File: src/rtl/alu_issue_queue.sv
// alu_issue_queue: valid/ready request FIFO feeding a registered ALU issue stage and a result register.
// Define ALU_ISSUE_STATS_EN to add the ops_done / stall_cycles counter outputs.
module alu_issue_queue #(
  parameter int         DEPTH     = 4,
  parameter logic [3:0] IDLE_MODE = 4'b1111
) (
  input  logic                     clk,
  input  logic                     rst,
  input  logic                     s_valid,
  output logic                     s_ready,
  input  logic [3:0]               s_in1,
  input  logic [3:0]               s_in2,
  input  logic [3:0]               s_mode,
  output logic [3:0]               alu_in1,
  output logic [3:0]               alu_in2,
  output logic [3:0]               alu_mode,
  input  logic [7:0]               alu_out,
  output logic                     res_valid,
  input  logic                     res_ready,
  output logic [7:0]               res_data,
  output logic [3:0]               res_mode,
  output logic [$clog2(DEPTH):0]   count
`ifdef ALU_ISSUE_STATS_EN
  ,
  output logic [15:0]              ops_done,
  output logic [15:0]              stall_cycles
`endif
);
  localparam int PW = $clog2(DEPTH);
  localparam int CW = PW + 1;
  localparam logic [CW-1:0] FULL_C = CW'(DEPTH);

  logic [11:0]   mem [DEPTH];
  logic [PW-1:0] wr_ptr;
  logic [PW-1:0] rd_ptr;
  logic [11:0]   head;
  logic          iss_valid;
  logic          adv;
  logic          push;
  logic          pop;

  assign s_ready = (count < FULL_C);
  assign adv     = !res_valid || res_ready;
  assign push    = s_valid && s_ready;
  assign pop     = adv && (count != '0);
  assign head    = mem[rd_ptr];

  // Request FIFO: entry packs {mode, in1, in2}; storage itself is never reset
  always_ff @(posedge clk) begin
    if (push) mem[wr_ptr] <= {s_mode, s_in1, s_in2};
  end

  always_ff @(posedge clk) begin
    if (rst) begin
      wr_ptr <= '0;
      rd_ptr <= '0;
      count  <= '0;
    end else begin
      if (push) wr_ptr <= wr_ptr + PW'(1);
      if (pop)  rd_ptr <= rd_ptr + PW'(1);
      case ({push, pop})
        2'b10:   count <= count + CW'(1);
        2'b01:   count <= count - CW'(1);
        default: ;
      endcase
    end
  end

  // Issue stage: holds ALU inputs steady whenever the result stage is stalled
  always_ff @(posedge clk) begin
    if (rst) begin
      iss_valid <= 1'b0;
      alu_in1   <= '0;
      alu_in2   <= '0;
      alu_mode  <= IDLE_MODE;
    end else if (adv) begin
      iss_valid <= pop;
      if (pop) begin
        {alu_mode, alu_in1, alu_in2} <= head;
      end else begin
        alu_in1  <= '0;
        alu_in2  <= '0;
        alu_mode <= IDLE_MODE;
      end
    end
  end

  // Result stage: captures the combinational ALU output of the issued op
  always_ff @(posedge clk) begin
    if (rst) begin
      res_valid <= 1'b0;
      res_data  <= '0;
      res_mode  <= '0;
    end else if (adv) begin
      res_valid <= iss_valid;
      if (iss_valid) begin
        res_data <= alu_out;
        res_mode <= alu_mode;
      end
    end
  end

`ifdef ALU_ISSUE_STATS_EN
  always_ff @(posedge clk) begin
    if (rst) begin
      ops_done     <= '0;
      stall_cycles <= '0;
    end else begin
      if (res_valid && res_ready)  ops_done     <= ops_done + 16'd1;
      if (res_valid && !res_ready) stall_cycles <= stall_cycles + 16'd1;
    end
  end
`endif

endmodule

File: config.mk
export PLATFORM = sky130hd
export DESIGN_NAME = alu_issue_queue
export DESIGN_NICKNAME = d
export VERILOG_FILES = /design/src/rtl/alu_issue_queue.sv
export SDC_FILE = /design/constraint.sdc
export NUM_CORES = 1
export LEC_CHECK = 0
export CELL_PAD_IN_SITES_DETAIL_PLACEMENT = 1
export CELL_PAD_IN_SITES_GLOBAL_PLACEMENT = 2
export CORE_MARGIN = 10
export CORE_UTILIZATION = 39
export CTS_CLUSTER_DIAMETER = 40
export CTS_CLUSTER_SIZE = 40
export DETAILED_ROUTE_END_ITERATION = 12
export MAX_ROUTING_LAYER = met4
export PLACE_DENSITY_LB_ADDON = 0.1
export SLEW_MARGIN = 20
export SYNTH_ARGS = -nofsm -noshare
export SYNTH_HDL_FRONTEND = slang
export SYNTH_SLANG_ARGS = --single-unit
File: constraint.sdc
create_clock -name clk -period 6.25 [get_ports clk]
set_clock_uncertainty 0.1 [all_clocks]
set_input_delay 0.625 -clock clk [delete_from_list [all_inputs] [get_ports clk]]
set_output_delay 0.625 -clock clk [all_outputs]
set_load 0.02 [all_outputs]
## Word level (Yosys, flattened, before mapping)

Memories as Yosys holds them, arrays and structs flattened. A register that Yosys moved wholly into a read port is not among the register bits.
Cells that the tools add are included.

| storage, ports and cells | value |
|---|---|
| register bits after elaboration | 33 |
| input port bits | 24 |
| output and inout port bits | 29 |
| memories | 1 |
| RAM bits | 48 |
| word-level logic and storage cells | 33 |

| operators by class | value |
|---|---|
| reductions and logical operators | 7 |
| equality and inequality tests | 2 |
| multiplexer cells | 8 |
| add/sub/neg operators | 4 |
| magnitude comparators | 1 |

Memories:

| memory | depth | width | read ports | clocked after memory_dff | wr ports | RTL line | text |
|---|---|---|---|---|---|---|---|
| mem | 4 | 12 | 1 | 1 | 1 | 33 | `logic [11:0] mem [DEPTH];` |

Operators with widths:

| cell | count |
|---|---|
| $mux 4 | 3 |
| $pmux 3 s2 | 1 |
| $add 2x1->2 const B | 2 |
| $mux 2 | 2 |
| $add 3x1->3 const B | 1 |
| $lt 3x3->1 const B | 1 |
| $reduce_bool 3->1 | 1 |
| $sub 3x1->3 const B | 1 |
| $eq 2x1->1 const B | 1 |
| $eq 2x2->1 const B | 1 |
| $logic_and 1x1->1 | 2 |
| $mux 1 | 2 |
| $reduce_and 2->1 | 1 |
| $reduce_bool 2->1 | 1 |
| $logic_not 1->1 | 1 |
| $logic_or 1x1->1 | 1 |

## Longest topological paths before layout

| logic depth | value |
|---|---|
| depth in word-level cells | 5 |
| mapped depth | 9 |
| mapped depth without buffers | 8 |

## Worst setup path before layout

No wires, ideal clock.

| timing path | value |
|---|---|
| kind | input -> register |
| start point | input port s_valid |
| end point | register count[2] |
| setup time | 0.070 ns |
| arrival time | 2.108 ns |
| path slack | 3.971 ns |
| path buffers | 1 |
| data required time | 6.080 ns |
| cell stages on the path | 9 |
| path through | nor2b_1 clkbuf_1 inv_1 ha_1 inv_1 fa_1 xor2_1 or3_1 a21oi_1 |

| between the ends | value |
|---|---|
| longest elaborated chain between the ends | 3 |
| elaborated cells on any way between the ends | 5 |
| classes of those cells | eq/ne (2); mux (1); reduce/logical (2) |

Ends and longest elaborated chain:

| element | RTL line | text |
|---|---|---|
| from (decl) | 9 | `input logic s_valid,` |
| $logic_and 1x1->1 * | 44 | `assign push = s_valid && s_ready;` |
| $eq 2x1->1 or $eq 2x2->1 (tied branches) | 61 | `case ({push, pop})` |
| $pmux 3 s2 or $reduce_bool 2->1 (tied branches) | n/a |  |
| to (signal assigned) | 62 | `2'b10: count <= count + CW'(1);` |
| to (signal assigned) | 63 | `2'b01: count <= count - CW'(1);` |
| to (decl) | 22 | `output logic [$clog2(DEPTH):0] count` |

Every way passes the cells marked *; elsewhere a longest branch is shown, timed or not.
A chain may end at the register's enable or synchronous reset.

## Final worst setup path

| timing path | value |
|---|---|
| start point | input port res_ready |
| end point | register count[2] |

| between the ends | value |
|---|---|
| longest elaborated chain between the ends | 4 |
| elaborated cells on any way between the ends | 6 |
| classes of those cells | eq/ne (2); mux (1); reduce/logical (3) |

Ends and longest elaborated chain:

| element | RTL line | text |
|---|---|---|
| from (decl) | 19 | `input logic res_ready,` |
| $logic_or 1x1->1 * | 43 | `assign adv = !res_valid \|\| res_ready;` |
| $logic_and 1x1->1 * | 45 | `assign pop = adv && (count != '0);` |
| net pop | 40 | `logic pop;` |
| $eq 2x1->1 or $eq 2x2->1 (tied branches) | 61 |  |
| $pmux 3 s2 or $reduce_bool 2->1 (tied branches) | n/a |  |

Mark *: on every way through the listed nets, which the timed path passes. The rest lies on a longest branch.

==> results_dict.tcl <==
set metrics [dict create \
    synth_top_cell_area_share 0.464 \
    synth_edf_count 48 \
    holdBufCountCts 0 \
    met3_length_um 305 \
    period_share 0.405 \
    die_y_um 109 \
    cts_max_level 3 \
    area_delta_synth_final_pct 26.2 \
    cap_viol_max_count 0 \
    required_ns 6.43 \
    dr_total_vias 1830 \
    worstHoldPathType "flip-flop to flip-flop" \
    syn_nets 235 \
    arrival_ns 2.71 \
    gp_congestion 0.722 \
    hpwlAfterDp_um 4530 \
    routed.top_layer "met4" \
    cts_resized 0 \
    end_kind "flip-flop" \
    setup_tns_ns 0 \
    detail_route.wl_per_cell_um 18.4 \
    power.internal_mw 1.15 \
    post-place-cells 349 \
    synthArstFlopShare 0 \
    crit_type "input pin to flip-flop" \
    num_antenna_cells 0 \
    routed_wl_um 6720 \
    clockRootBuffer "clkbuf_8" \
    cts.path.max_buffers 2 \
    start_util 0.402 \
    yosys.area.top_type "edfxtp_1" \
    synth_area_um2 3110 \
    synth_warnings 0 \
    netlist_instances 205 \
    cts_buffers 9 \
    ys_top_cells_by_count "edfxtp_1, dfxtp_1, a21oi_1, o21ai_0, nand3_1" \
    grt_pass1_vias 1964 \
    cpPeakStageDelay_ns 0.51 \
    synth-seq-cells 83 \
    critPathTopFamily "simple AND/OR/NAND/NOR gates" \
    path_cells "clkdlybuf4s50_1 -> nor2b_4 -> nor2_1 -> ha_1 -> inv_1 -> fa_1 -> xor2_1 -> or3_1 -> a21oi_1" \
    min_delay_path_depth 2 \
    drcViolationCount 0 \
    die_area_um2 11900 \
    slew_viol_final 0 \
    grt_pass1_wl_um 10500 \
    nFillCells 778 \
    ys_seq_area_frac 0.689 \
    setup_viol 0 \
    final_layout_size_suffix_gt1_frac 0.110 \
    ant_nets 0 \
    fmax_mhz 395 \
    vias_per_cell 5.01 \
    cts_sinks 83 \
    post-route-min-period_ns 2.53 \
    crit_path_start_kind "input pin" \
    coreArea_um2 7730 \
    die_x_um 109 \
    status "completed" \
    drtIter0Drc 81 \
    clkPwrFrac 0.252 \
    rows 32 \
    met1_length_um 2970 \
    wl_met2_um 3380 \
    insertion_delay_ns 0.34 \
    slowest_stage "clkdlybuf4s50_1" \
    p_comb_frac 0.290 \
    firstDrtPassIters 4 \
    grt_max_degree 27 \
    crit_fanout 20 \
    grt_overflow 0 \
    vdd_ir_drop_max_uv 157 \
    netSwitchingFraction 0.314 \
    worst_pin_slew_ns 0.773 \
    cp.depth 9 \
    postCtsSetupRepairBufs 0 \
    leakage_nw 1.32 \
    num_io_pins 53 \
    synth_flop_cell "edfxtp_1" \
    reg2reg_depth 8 \
    syn_area_per_cell_um2 15.2 \
    power_density_nw_per_um2 428 \
    p_sw_mw 0.527 \
    yosysUniqueCellTypes 29 \
    synth_most_common_cell "edfxtp_1" \
    layout.cells.non_filler 365 \
    p_seq_frac 0.458 \
    hold_viol 0 \
    grt_use_total 0.119 \
    clk_pin_slew_ns 0.08 \
    synthTopCellsByArea "edfxtp_1, dfxtp_1, mux4_2, a21oi_1, a22o_1" \
    io_buffers 52 \
    cts_tree "done" \
    critPathBufInv 2 \
    nNetsFinal 288 \
    relSlewSlack 0.484 \
    antenna_found_initial 0 \
    rsz0062_at_grt "no" \
]
==> final timing paths <==
path,slack [ns],end,startpoint
worst max-delay path,3.72,count[2],res_ready
worst min-delay path,0.38,res_data[4],res_data[4]
worst max register to register,4.10,count[2],count[2]
worst min register to register,0.38,res_data[4],res_data[4]
==> power groups by stage <==
stage	Clock (mW)	Combinational, mW	Sequential (mW)
4_1_cts	0.434	0.499	0.773
6_report	0.423	0.486	0.769
3_5_place_dp	0	0.497	0.785
3_3_place_gp	0	0.488	0.782
2_1_floorplan	0	0.269	0.806
5_1_grt	0.454	0.536	0.788
==> cell usage in the layout (no fill, tap or decap), types with 3 or more instances in the layout <==
cell	instances
ha_1	5
mux4_2	10
nand3_1	12
clkdlybuf4s50_1	52
dfxtp_1	35
clkbuf_8	9
or3_1	3
inv_1	9
o21ai_0	14
a22o_1	8
nor2_1	8
o22a_1	4
a21oi_1	18
and2_1	4
edfxtp_1	48
==> cell type report <==
type,count,area (um^2),share of cell area
inverter,9,33.8,0.00861
tap,102,128,0.0325
multi-input combinational,102,875,0.223
clock inverter,5,86.3,0.0220
sequential,83,2140,0.546
timing repair buffer,53,528,0.135
clock buffer,11,131,0.0335
==> through the flow <==
step / power [mW] / hold WS, ns / utilization / setup slack, ns / cell area (um^2)
2_1_floorplan: 1.07 / 0.353 / - / 3.97 / 3110
3_3_place_gp: 1.27 / 0.361 / 0.480 / 3.45 / 3710
3_5_place_dp: 1.28 / 0.365 / 0.480 / 3.35 / 3710
4_1_cts: 1.71 / 0.385 / 0.508 / 3.72 / 3920
5_1_grt: 1.78 / 0.413 / 0.508 / 3.60 / 3920
6_report: 1.68 / 0.384 / 0.508 / 3.72 / 3920
==> routing by layer <==
layer,up-vias,track usage
met3,7,0.0322
met2,36,0.192
met5,-,-
li1,877,-
met1,910,0.139
met4,0,0.0418
==> worst reg2reg max path, stage by stage (launching register included) <==
cell	delay (ns)
dfxtp_1	0.43
nor3_2	0.11
nor2_1	0.19
ha_1	0.22
inv_1	0.06
fa_1	0.37
xor2_1	0.16
or3_1	0.30
a21oi_1	0.13
==> logic make-up after synthesis <==
kind of cell / after synthesis / share of synthesized area
simple gates: 34 / 0.0628
mux: 13 / 0.0926
fa+ha+maj: 6 / 0.0266
flops: 83 / 0.689
compound gates: 46 / 0.0909
buf+inv: 20 / 0.0298
xor+xnor: 3 / 0.00845
==> sequential cells by signal (all words and copies together), names as in the netlist, named ones only <==
signal and cells:
alu_in2 4, mem 48, iss_valid 1, alu_mode 4, rd_ptr 2, wr_ptr 2, res_data 8, count 3
res_mode 4, alu_in1 4, res_valid 1
No activity file was read; power rests on OpenSTA's default activity.
